===== src/rtl/irq_pkg.sv =====
// Shared types and defaults for the interrupt priority controller.
package irq_pkg;

   typedef enum logic [1:0] {
      IDLE  = 2'd0,
      OFFER = 2'd1,
      BUSY  = 2'd2
   } irq_state_t;

   localparam int IRQ_N_DEFAULT = 4;

endpackage


===== src/rtl/priority_onehot.sv =====
// Combinational fixed-priority picker: highest set index wins, output is one-hot
// (all zero when no input bit is set).
module priority_onehot #(
   parameter int N = 4
) (
   input  logic [N-1:0] in_vec,
   output logic [N-1:0] onehot
);

   assign onehot[N-1] = in_vec[N-1];

   genvar gi;
   generate
      for (gi = 0; gi < N - 1; gi++) begin : g_bit
         // A bit wins only if nothing above it is requesting.
         assign onehot[gi] = in_vec[gi] & ~(|in_vec[N-1:gi+1]);
      end
   endgenerate

endmodule


===== src/rtl/irq_priority_ctrl.sv =====
// Interrupt priority controller: captures requests into a pending vector, offers the
// highest-priority unmasked line, then waits for service. Define IRQ_EDGE_DETECT_EN for
// rising-edge capture; otherwise requests are level-captured.
module irq_priority_ctrl
   import irq_pkg::*;
#(
   parameter int N   = IRQ_N_DEFAULT,
   parameter int IDW = $clog2(N)
) (
   input  logic           clk,
   input  logic           rst_n,
   input  logic [N-1:0]   req,
   input  logic [N-1:0]   mask,
   output logic           out_valid,
   input  logic           out_ready,
   output logic [N-1:0]   out_grant,
   output logic [IDW-1:0] out_id,
   input  logic           svc_done,
   output logic [N-1:0]   pending
);

   irq_state_t     state_reg, state_next;
   logic [N-1:0]   pending_reg, pending_next;
   logic [N-1:0]   grant_reg, grant_next;
   logic [IDW-1:0] id_reg, id_next;
   logic [N-1:0]   set_vec;
   logic [N-1:0]   clr_vec;
   logic [N-1:0]   eligible;
   logic [N-1:0]   sel;
   logic [IDW-1:0] sel_id;
   logic           handshake;

`ifdef IRQ_EDGE_DETECT_EN
   logic [N-1:0] hist_reg;

   always_ff @(posedge clk or negedge rst_n) begin
      if (!rst_n) begin
         hist_reg <= '0;
      end else begin
         hist_reg <= req;
      end
   end

   assign set_vec = req & ~hist_reg;
`else
   assign set_vec = req;
`endif

   assign handshake = (state_reg == OFFER) && out_ready;
   assign clr_vec   = handshake ? grant_reg : '0;
   // Set is applied after clear so a coincident new request is not lost.
   assign pending_next = (pending_reg & ~clr_vec) | set_vec;
   assign eligible     = pending_reg & ~mask;

   priority_onehot #(.N(N)) u_prio (
      .in_vec (eligible),
      .onehot (sel)
   );

   always_comb begin
      sel_id = '0;
      for (int i = 0; i < N; i++) begin
         if (sel[i]) begin
            sel_id = IDW'(i);
         end
      end
   end

   always_comb begin
      state_next = state_reg;
      grant_next = grant_reg;
      id_next    = id_reg;
      case (state_reg)
         IDLE: begin
            if (|sel) begin
               state_next = OFFER;
               grant_next = sel;
               id_next    = sel_id;
            end
         end
         OFFER: begin
            // Grant is frozen here; mask/pending changes cannot withdraw it.
            if (out_ready) begin
               state_next = BUSY;
               grant_next = '0;
               id_next    = '0;
            end
         end
         BUSY: begin
            if (svc_done) begin
               state_next = IDLE;
            end
         end
         default: begin
            state_next = IDLE;
            grant_next = '0;
            id_next    = '0;
         end
      endcase
   end

   always_ff @(posedge clk or negedge rst_n) begin
      if (!rst_n) begin
         state_reg   <= IDLE;
         pending_reg <= '0;
         grant_reg   <= '0;
         id_reg      <= '0;
      end else begin
         state_reg   <= state_next;
         pending_reg <= pending_next;
         grant_reg   <= grant_next;
         id_reg      <= id_next;
      end
   end

   assign out_valid = (state_reg == OFFER);
   assign out_grant = grant_reg;
   assign out_id    = id_reg;
   assign pending   = pending_reg;

endmodule


===== config.mk =====
export PLATFORM = sky130hd
export DESIGN_NAME = irq_priority_ctrl
export DESIGN_NICKNAME = d
export VERILOG_FILES = /design/src/rtl/irq_pkg.sv /design/src/rtl/priority_onehot.sv /design/src/rtl/irq_priority_ctrl.sv
export SDC_FILE = /design/constraint.sdc
export NUM_CORES = 1
export LEC_CHECK = 0
export ABC_AREA = 0
export BUFFER_PORTS_ARGS = -buffer_cell sky130_fd_sc_hd__buf_2
export CAP_MARGIN = 20
export CORE_AREA = 8 8 45 47
export CTS_CLUSTER_DIAMETER = 40
export CTS_CLUSTER_SIZE = 40
export DETAILED_ROUTE_END_ITERATION = 8
export DIE_AREA = 0 0 53 55
export PLACE_DENSITY = 0.72
export SYNTH_ARGS = -nofsm -noshare
export SYNTH_HDL_FRONTEND = slang
export SYNTH_SLANG_ARGS = --single-unit

===== constraint.sdc =====
create_clock -name clk -period 1.3 [get_ports clk]
set_input_delay 0.26 -clock clk [delete_from_list [all_inputs] [get_ports clk]]
set_output_delay 0.26 -clock clk [all_outputs]
set_load 0.005 [all_outputs]

==> results.cfg, run 1 <==
[run_status]
status = finished clean

[cells_and_area]
multi_input_gate_area_sq_um = 263
layout.cells.most_common = sky130_fd_sc_hd__buf_2
antennaDiodeCount = 0
flip_flop_and_latch_area_sq_um = 303
drive_above_1_share = 0.407
finish.net_count = 99
layout_common_cells = sky130_fd_sc_hd__buf_2 (21), sky130_fd_sc_hd__dfrtp_1 (10), sky130_fd_sc_hd__nand2_1 (9)
design_area_sq_um = 767
layout-area-overhead-vs-synth_pct = 34.7
layout.filler_cells = 131

[worst_setup_path]
worstSetupStartpointType = flip-flop
path_max_fanout = 5
regToRegStartpoint = state_reg[1]
startpoint = state_reg[1]
critPathArrivalTime_ps = 990
crit_path_end_kind = primary output
worst-endpoint-required_ps = 1040
path_class = reg -> out

[drt]
routedLengthMet1_um = 588
wl_mm = 1.40
route.antenna.remaining_nets = 0
post_route_drc_violation_count = 0
wl_per_cell_um = 13.7
via_count = 529
met3_wirelength_um = 88
routed_via_density = 5.19
met2WireLength_um = 710
detail_route.iter0.violations = 5
topRoutingLayerUsed = met4
drt-pass1-iter-count = 4

[place]
post_dp_cell_area_sq_um = 699
placement.io_buffers = 22
gp_congestion = 0.783
hpwl_mm = 1.08

[timing]
finalClockSkew_ps = 6.66
timing.final.hold_violations = 0
worst_pin_slew_ps = 301
period_share = 0.958
grt_setup_unrepaired = false
finalMaxSlewViolations = 0
finalSetupTns_ps = 0
final-setup-viol-count = 0
max_freq_mhz = 803
slew_headroom = 0.799
final.min_clock_period_ps = 1250

[worst_hold_path]
hold_class = in -> reg
hold_path_startpoint = req[0]

[die]
dieWidth_um = 53
ioPinCount = 23
die_boundary_height_um = 55
die_outline_area_sq_mm = 0.00292
floorplan.initialDensity = 0.411
area_inside_the_core_boundary_sq_mm = 0.00138
placementRows = 14

[clock_tree]
cts-root-buf = sky130_fd_sc_hd__clkbuf_4
clock_sink_count = 12
max_h_tree_level = 1
clock_latency_ps = 270
clock_tree.buffer_depth = 2
cts_tree = done
cts_inserted_buffers = 3
clkSlewWorstSetupHoldPaths_ps = 80

[synthesis]
synthesis.instances = 58
mappedNetlistArea_sq_um = 569
synth_area_per_cell_sq_um = 9.82
synth.yosys.warnings = 0
postSynthNetCount = 70
synth.distinct_cells = 23
synth_seq_area_share = 0.527
synth_seq_cells = 12

[pwr]
power_w = 0.00146
irDropWorstVdd_v = 0.000921
cellPowerDensity_mw_per_mm2 = 1910
total_leakage_power_nw = 0.361

[global_route]
total_routing_usage_gr = 0.110
globalRouteOverflowTotal = 0
first_global_vias = 568
grt_max_degree = 13
antenna_found_initial = 0
grt_first_pass_wirelength_mm = 2.43

[run]
timing.max_cap.violations = 0
where the power goes:
group / internal [W] / switching [W] / total, W
sequential: 0.000481 / 0.000106 / 0.000588
clock: 0.000170 / 0.000126 / 0.000297
combinational: 0.000292 / 0.000287 / 0.000579
total: 0.000944 / 0.000519 / 0.00146
cells by family (layout without fill, tap and decap cells):
kind of cell,Yosys count,in the layout,synth area share
buffers and inverters,3,31,0.0198
DFF,12,12,0.527
AOI/OAI and AO/OA,18,18,0.222
and+or+nand+nor,25,25,0.231
through the flow:
step,worst slack [ps],cells,utilization,hold WS [ps]
2_1_floorplan,129,58,-,-35.6
3_3_place_gp,113,96,0.505,155
3_5_place_dp,94.2,96,0.505,154
4_1_cts,23.5,102,0.549,153
5_1_grt,4.70,102,0.554,143
6_report,54.2,102,0.554,156
routing by layer:
metal | track usage | up-vias
li1 | - | 262
met2 | 0.191 | 20
met4 | 0.0517 | 0
met3 | 0.0374 | 2
met1 | 0.119 | 245
met5 | 0 | -
layout make-up:
type,instances,area share
inverter,3,0.0147
multi-input combinational,43,0.343
timing repair buffer,24,0.175
sequential,12,0.395
tap,16,0.0261
clock buffer,4,0.0473
path summary, 6_finish.rpt:
path / endpoint / slack [ps] / cells after the start
setup / recovery: out_valid / 50 / 3
hold / removal: pending[0] / 160 / 2
setup reg to reg: pending[3] / 60 / 3
hold reg to reg: pending[0] / 500 / 1
max in group asynchronous: state_reg[1] / 670 / 2
min in group asynchronous: out_id[0] / 390 / 2
critical path, stage by stage, from the launching register on:
cell and delay, ps:
sky130_fd_sc_hd__dfrtp_2 430, sky130_fd_sc_hd__nand2b_4 160, sky130_fd_sc_hd__inv_2 50, sky130_fd_sc_hd__buf_6 80
cell usage after synthesis (all sizes together):
cell type | count | share of area
a21o | 5 | 0.068
o22ai | 3 | 0.033
o2bb2ai | 1 | 0.015
or3 | 1 | 0.011
a221oi | 1 | 0.015
nand4 | 1 | 0.011
o21ai | 3 | 0.033
nand3 | 1 | 0.0088
a221o | 1 | 0.018
nor2 | 4 | 0.026
or2 | 1 | 0.011
a31oi | 2 | 0.022
inv | 3 | 0.020
nand2 | 9 | 0.059
nand2b | 5 | 0.059
and2 | 1 | 0.011
or2b | 2 | 0.033
dfrtp | 12 | 0.53
a21oi | 2 | 0.018
repair_timing:
action                     CTS  global route
buffers inserted             1             0
hold endpoints to repair    12             0
resized for setup            2             3
hold buffers                 1             0
setup endpoints to repair    1             7
(Power assumes the default switching activity.)
==> run 2, diff against run 1 <==
==> constraint.sdc (replaced) <==
create_clock -name clk -period 1.5 [get_ports clk]
set_input_delay 0.3 -clock clk [delete_from_list [all_inputs] [get_ports clk]]
set_output_delay 0.3 -clock clk [all_outputs]
set_load 0.005 [all_outputs]
==> results.cfg, run 2 (synthesized netlist as in run 1, its figures left out) <==
[die]
die_boundary_height_um = 55
ioPinCount = 23
area_inside_the_core_boundary_sq_mm = 0.00138
die_outline_area_sq_mm = 0.00292
placementRows = 14
floorplan.initialDensity = 0.411
dieWidth_um = 53

[timing]
final.min_clock_period_ps = 1390
finalClockSkew_ps = 1.40
final-setup-viol-count = 0
timing.final.hold_violations = 0
slew_headroom = 0.816
finalSetupTns_ps = 0
grt_setup_unrepaired = false
worst_pin_slew_ps = 276
max_freq_mhz = 722
period_share = 0.923
finalMaxSlewViolations = 0

[clock_tree]
cts-root-buf = sky130_fd_sc_hd__clkbuf_4
cts_inserted_buffers = 3
clock_tree.buffer_depth = 2
cts_tree = done
clkSlewWorstSetupHoldPaths_ps = 70
clock_sink_count = 12
max_h_tree_level = 1
clock_latency_ps = 270

[global_route]
antenna_found_initial = 0
globalRouteOverflowTotal = 0
grt_max_degree = 13
total_routing_usage_gr = 0.0955
first_global_vias = 502
grt_first_pass_wirelength_mm = 2.14

[cells_and_area]
finish.net_count = 98
stdcell_count = 100
layout_common_cells = sky130_fd_sc_hd__buf_2 (22), sky130_fd_sc_hd__dfrtp_1 (12), sky130_fd_sc_hd__nand2_1 (9)
drive_above_1_share = 0.357
layout-area-overhead-vs-synth_pct = 28.6
layout.cells.most_common = sky130_fd_sc_hd__buf_2
antennaDiodeCount = 0

[pwr]
irDropWorstVdd_v = 0.000855
netSwitchingFraction = 0.366
cellPowerDensity_mw_per_mm2 = 1530
total_leakage_power_nw = 0.347
power_frac_comb = 0.379
p_int_w = 0.000712
p_seq_frac = 0.449
clkPwrFrac = 0.172
power_w = 0.00112
p_sw_w = 0.000411

[run_status]
status = finished clean

[worst_setup_path]
r2r_setup_slack_ps = 280
crit_path_cell_trace = nand2b_2 -> inv_1 -> buf_2
regToRegStartpoint = state_reg[1]
critical_path.slowest_cell = sky130_fd_sc_hd__dfrtp_1
critical_path_cell_count = 3
reg2reg_to = out_id[0]
startpoint = state_reg[1]
path_max_fanout = 9
max_stage_delay_ps = 450
worstSetupStartpointType = flip-flop
kind_of_cell_with_the_highest_combined_delay_on_the_critical_path = flip-flops
reg2regPathDepth = 3
path_class = reg -> out
crit_buf_inv = 2
endpoint = out_valid
worst-endpoint-required_ps = 1200
critPathArrivalTime_ps = 1090
crit_path_end_kind = primary output

[drt]
drt-pass1-iter-count = 4
routed_via_density = 5.28
wl_mm = 1.29
detail_route.iter0.violations = 18
via_count = 528
wl_per_cell_um = 12.9
route.antenna.remaining_nets = 0
post_route_drc_violation_count = 0

[run]
timing.max_cap.violations = 0

[place]
dp_cells = 96
hpwl_mm = 1.03
placement.io_buffers = 22
gp_congestion = 0.734

[worst_hold_path]
hold_class = in -> reg
## run 2: cell count changes in the layout (fill, tap and decap cells not counted), sizes merged
| cell | previous run | this run |
|---|---|---|
| buf | 23 | 22 |
| clkbuf | 4 | 3 |
## run 2: metrics by stage
step                      setup slack, ps  instance area, sq um  utilization  hold slack [ps]
after floorplan                       329                   569            -             4.41
after global placement                287                   699        0.505              195
after detailed placement              265                   699        0.505              193
after CTS                             109                   732        0.529              195
after global routing                 50.6                   732        0.529              193
final                                 115                   732        0.529              200
## run 2: cell type report
| class | instances | area [sq um] |
|---|---|---|
| flip-flops and latches | 12 | 300 |
| well taps | 16 | 20.0 |
| clock buffers | 3 | 22.5 |
| repair buffers | 23 | 120 |
| fillers | 141 | 652 |
| multi-input cells | 43 | 258 |
| inverters | 3 | 11.3 |
## run 2: metal layers
metal,global-route usage,vias up,wire length (um)
met4,0.0388,0,12
met5,0,-,0
met2,0.150,17,602
met3,0.0374,2,129
li1,-,258,-
met1,0.114,251,544
## run 2: worst reg2reg max path, stage by stage (launching register included)
cell and delay [ps]:
sky130_fd_sc_hd__dfrtp_1 450, sky130_fd_sc_hd__or2b_1 220, sky130_fd_sc_hd__o21ai_2 100, sky130_fd_sc_hd__a221o_1 350
## run 2: power by group through the flow
stage / Clock, W / Sequential (W) / Combinational [W]
after floorplan: 0 / 0.000501 / 0.000273
after global placement: 0 / 0.000504 / 0.000428
after detailed placement: 0 / 0.000512 / 0.000430
after CTS: 0.000195 / 0.000504 / 0.000434
after global routing: 0.000213 / 0.000519 / 0.000486
final: 0.000193 / 0.000504 / 0.000426
## run 2: what timing repair did
item | in CTS | in global routing
endpoints found under the hold margin | 12 | 0
hold buffers | 1 | 0
resized for setup | 0 | 0
setup buffers | 0 | 0
setup endpoints to repair | 0 | 0
## run 2: how the worst min path moves through the flow
stage | from | end | slack, ps | cells after the start
floorplan | rst_n | out_grant[0] | 4 | 0
detailed placement | rst_n | state_reg[1] | 190 | 1
finish | svc_done | state_reg[1] | 200 | 2
global placement | rst_n | out_grant[3] | 190 | 1
CTS | svc_done | state_reg[1] | 200 | 2
global route | req[0] | pending[0] | 190 | 2
==> run 3, diff against run 2 <==
--- a/config.mk
+++ b/config.mk
@@ -8,12 +8,12 @@
 export ABC_AREA = 0
 export BUFFER_PORTS_ARGS = -buffer_cell sky130_fd_sc_hd__buf_2
 export CAP_MARGIN = 20
-export CORE_AREA = 8 8 45 47
+export CORE_MARGIN = 1
+export CORE_UTILIZATION = 40
 export CTS_CLUSTER_DIAMETER = 40
 export CTS_CLUSTER_SIZE = 40
 export DETAILED_ROUTE_END_ITERATION = 8
-export DIE_AREA = 0 0 53 55
-export PLACE_DENSITY = 0.72
+export PLACE_DENSITY = 0.71
 export SYNTH_ARGS = -nofsm -noshare
 export SYNTH_HDL_FRONTEND = slang
 export SYNTH_SLANG_ARGS = --single-unit
==> constraint.sdc (replaced) <==
create_clock -name clk -period 1.17 [get_ports clk]
set_input_delay 0.234 -clock clk [delete_from_list [all_inputs] [get_ports clk]]
set_output_delay 0.234 -clock clk [all_outputs]
set_load 0.005 [all_outputs]
==> results.cfg, run 3 (synthesized netlist as in run 1, its figures left out) <==
[run_status]
status = finished with violations
failing_checks = setup timing

[drt]
wl_per_cell_um = 12.1
via_count = 544
drt-pass1-iter-count = 4
route.antenna.remaining_nets = 0
wl_mm = 1.28
post_route_drc_violation_count = 0
routed_via_density = 5.13
detail_route.iter0.violations = 14

[worst_setup_path]
path_class = reg -> reg
crit_buf_inv = 1
regToRegStartpoint = state_reg[1]
max_stage_delay_ps = 420
crit_path_cell_trace = buf_4 -> or3_4 -> a21o_1
critPathArrivalTime_ps = 1390
r2r_setup_slack_ps = -50
path_max_fanout = 5
crit_path_end_kind = flip-flop
reg2reg_to = pending[3]
critical_path.slowest_cell = sky130_fd_sc_hd__dfrtp_1
worst-endpoint-required_ps = 1340
kind_of_cell_with_the_highest_combined_delay_on_the_critical_path = flip-flops
worstSetupStartpointType = flip-flop
reg2regPathDepth = 3

[place]
pre_cts_setup_slack_ps = -22.2
hpwl_um = 888
post_dp_cell_area_sq_um = 723
gp_congestion = 0.745
placement.io_buffers = 22

[global_route]
grt_max_degree = 13
globalRouteOverflowTotal = 0
grt_first_pass_wirelength_mm = 2.09
first_global_vias = 487
antenna_found_initial = 0
total_routing_usage_gr = 0.209

[cells_and_area]
layout-area-overhead-vs-synth_pct = 43.3
layout_common_cells = sky130_fd_sc_hd__buf_2 (21), sky130_fd_sc_hd__dfrtp_1 (11), sky130_fd_sc_hd__nand2_1 (8), sky130_fd_sc_hd__buf_4 (5)
layout.cells.most_common = sky130_fd_sc_hd__buf_2
finalCoreUtilization = 0.619
drive_above_1_share = 0.462
design_area_sq_um = 816
antennaDiodeCount = 0
finish.net_count = 104

[die]
dieWidth_um = 39.7
area_inside_the_core_boundary_sq_mm = 0.00132
ioPinCount = 23
die_outline_area_sq_mm = 0.00158
floorplan.initialDensity = 0.432
placementRows = 13
die_boundary_height_um = 39.7

[worst_hold_path]
hold_class = in -> reg
hold_path_startpoint = req[2]
timing.hold.worst_endpoint = pending[2]
hold-path-cell-count = 2

[clock_tree]
clock_tree.buffer_depth = 2
max_h_tree_level = 1
cts_tree = done
clock_latency_ps = 270
clkSlewWorstSetupHoldPaths_ps = 80
cts_inserted_buffers = 3
cts-root-buf = sky130_fd_sc_hd__clkbuf_4
clock_sink_count = 12

[timing]
period_share = 1.04
max_freq_mhz = 819
timing.final.hold_violations = 0
final.min_clock_period_ps = 1220
grt_setup_unrepaired = true
worst_pin_slew_ps = 355
finalClockSkew_ps = 5.64
final_critical_path_setup_slack_ps = -51.0
finalMaxSlewViolations = 0
slew_headroom = 0.763
final-setup-viol-count = 7

[run]
timing.max_cap.violations = 0

[pwr]
cellPowerDensity_mw_per_mm2 = 2110
irDropWorstVdd_v = 0.00122
power_w = 0.00172
total_leakage_power_nw = 0.389
## run 3: metal layers
layer / vias up / wire length (um) / global-route usage
met5: - / 0 / 0
met4: 0 / 14 / 0.103
met3: 2 / 85 / 0.0511
met2: 24 / 588 / 0.324
met1: 245 / 591 / 0.268
li1: 273 / - / -
## run 3: where the power goes
| part | internal (W) | switching, W | leakage, nW |
|---|---|---|---|
| sequential | 0.000532 | 0.000114 | 0.138 |
| clock | 0.000189 | 0.000145 | 0.0210 |
| combinational | 0.000398 | 0.000346 | 0.230 |
| total | 0.00112 | 0.000605 | 0.389 |
## run 3: worst max-delay path by stage
| stage | from | to | slack [ps] | cells past startpoint |
|---|---|---|---|---|
| floorplan | pending[3] | out_id[0] | 10 | 4 |
| global placement | state_reg[1] | out_id[0] | -20 | 3 |
| detailed placement | state_reg[1] | out_id[0] | -20 | 3 |
| CTS | state_reg[1] | out_valid | -60 | 3 |
| global route | state_reg[0] | out_grant[1] | -110 | 4 |
| finish | state_reg[1] | pending[3] | -50 | 3 |
## run 3: final cells by class
class / instances / area, sq um
fillers: 104 / 502
flip-flops and latches: 12 / 302
multi-input cells: 43 / 273
repair buffers: 29 / 175
clock buffers: 4 / 36.3
well taps: 15 / 18.8
inverters: 3 / 11.3
## run 3: metrics by stage
stage | setup TNS [ps] | instances | hold WS, ps
2_1_floorplan | 0 | 58 | -61.6
3_3_place_gp | -18.8 | 98 | 127
3_5_place_dp | -53.7 | 98 | 128
4_1_cts | -109 | 106 | 129
5_1_grt | -696 | 106 | 131
6_report | -217 | 106 | 131
## run 3: timing repair
item / CTS / global route
hold endpoints to repair: 12 / 0
endpoints found under the setup margin: 8 / 13
buffers inserted: 3 / 0
hold buffers: 1 / 0
gates resized for setup: 3 / 5
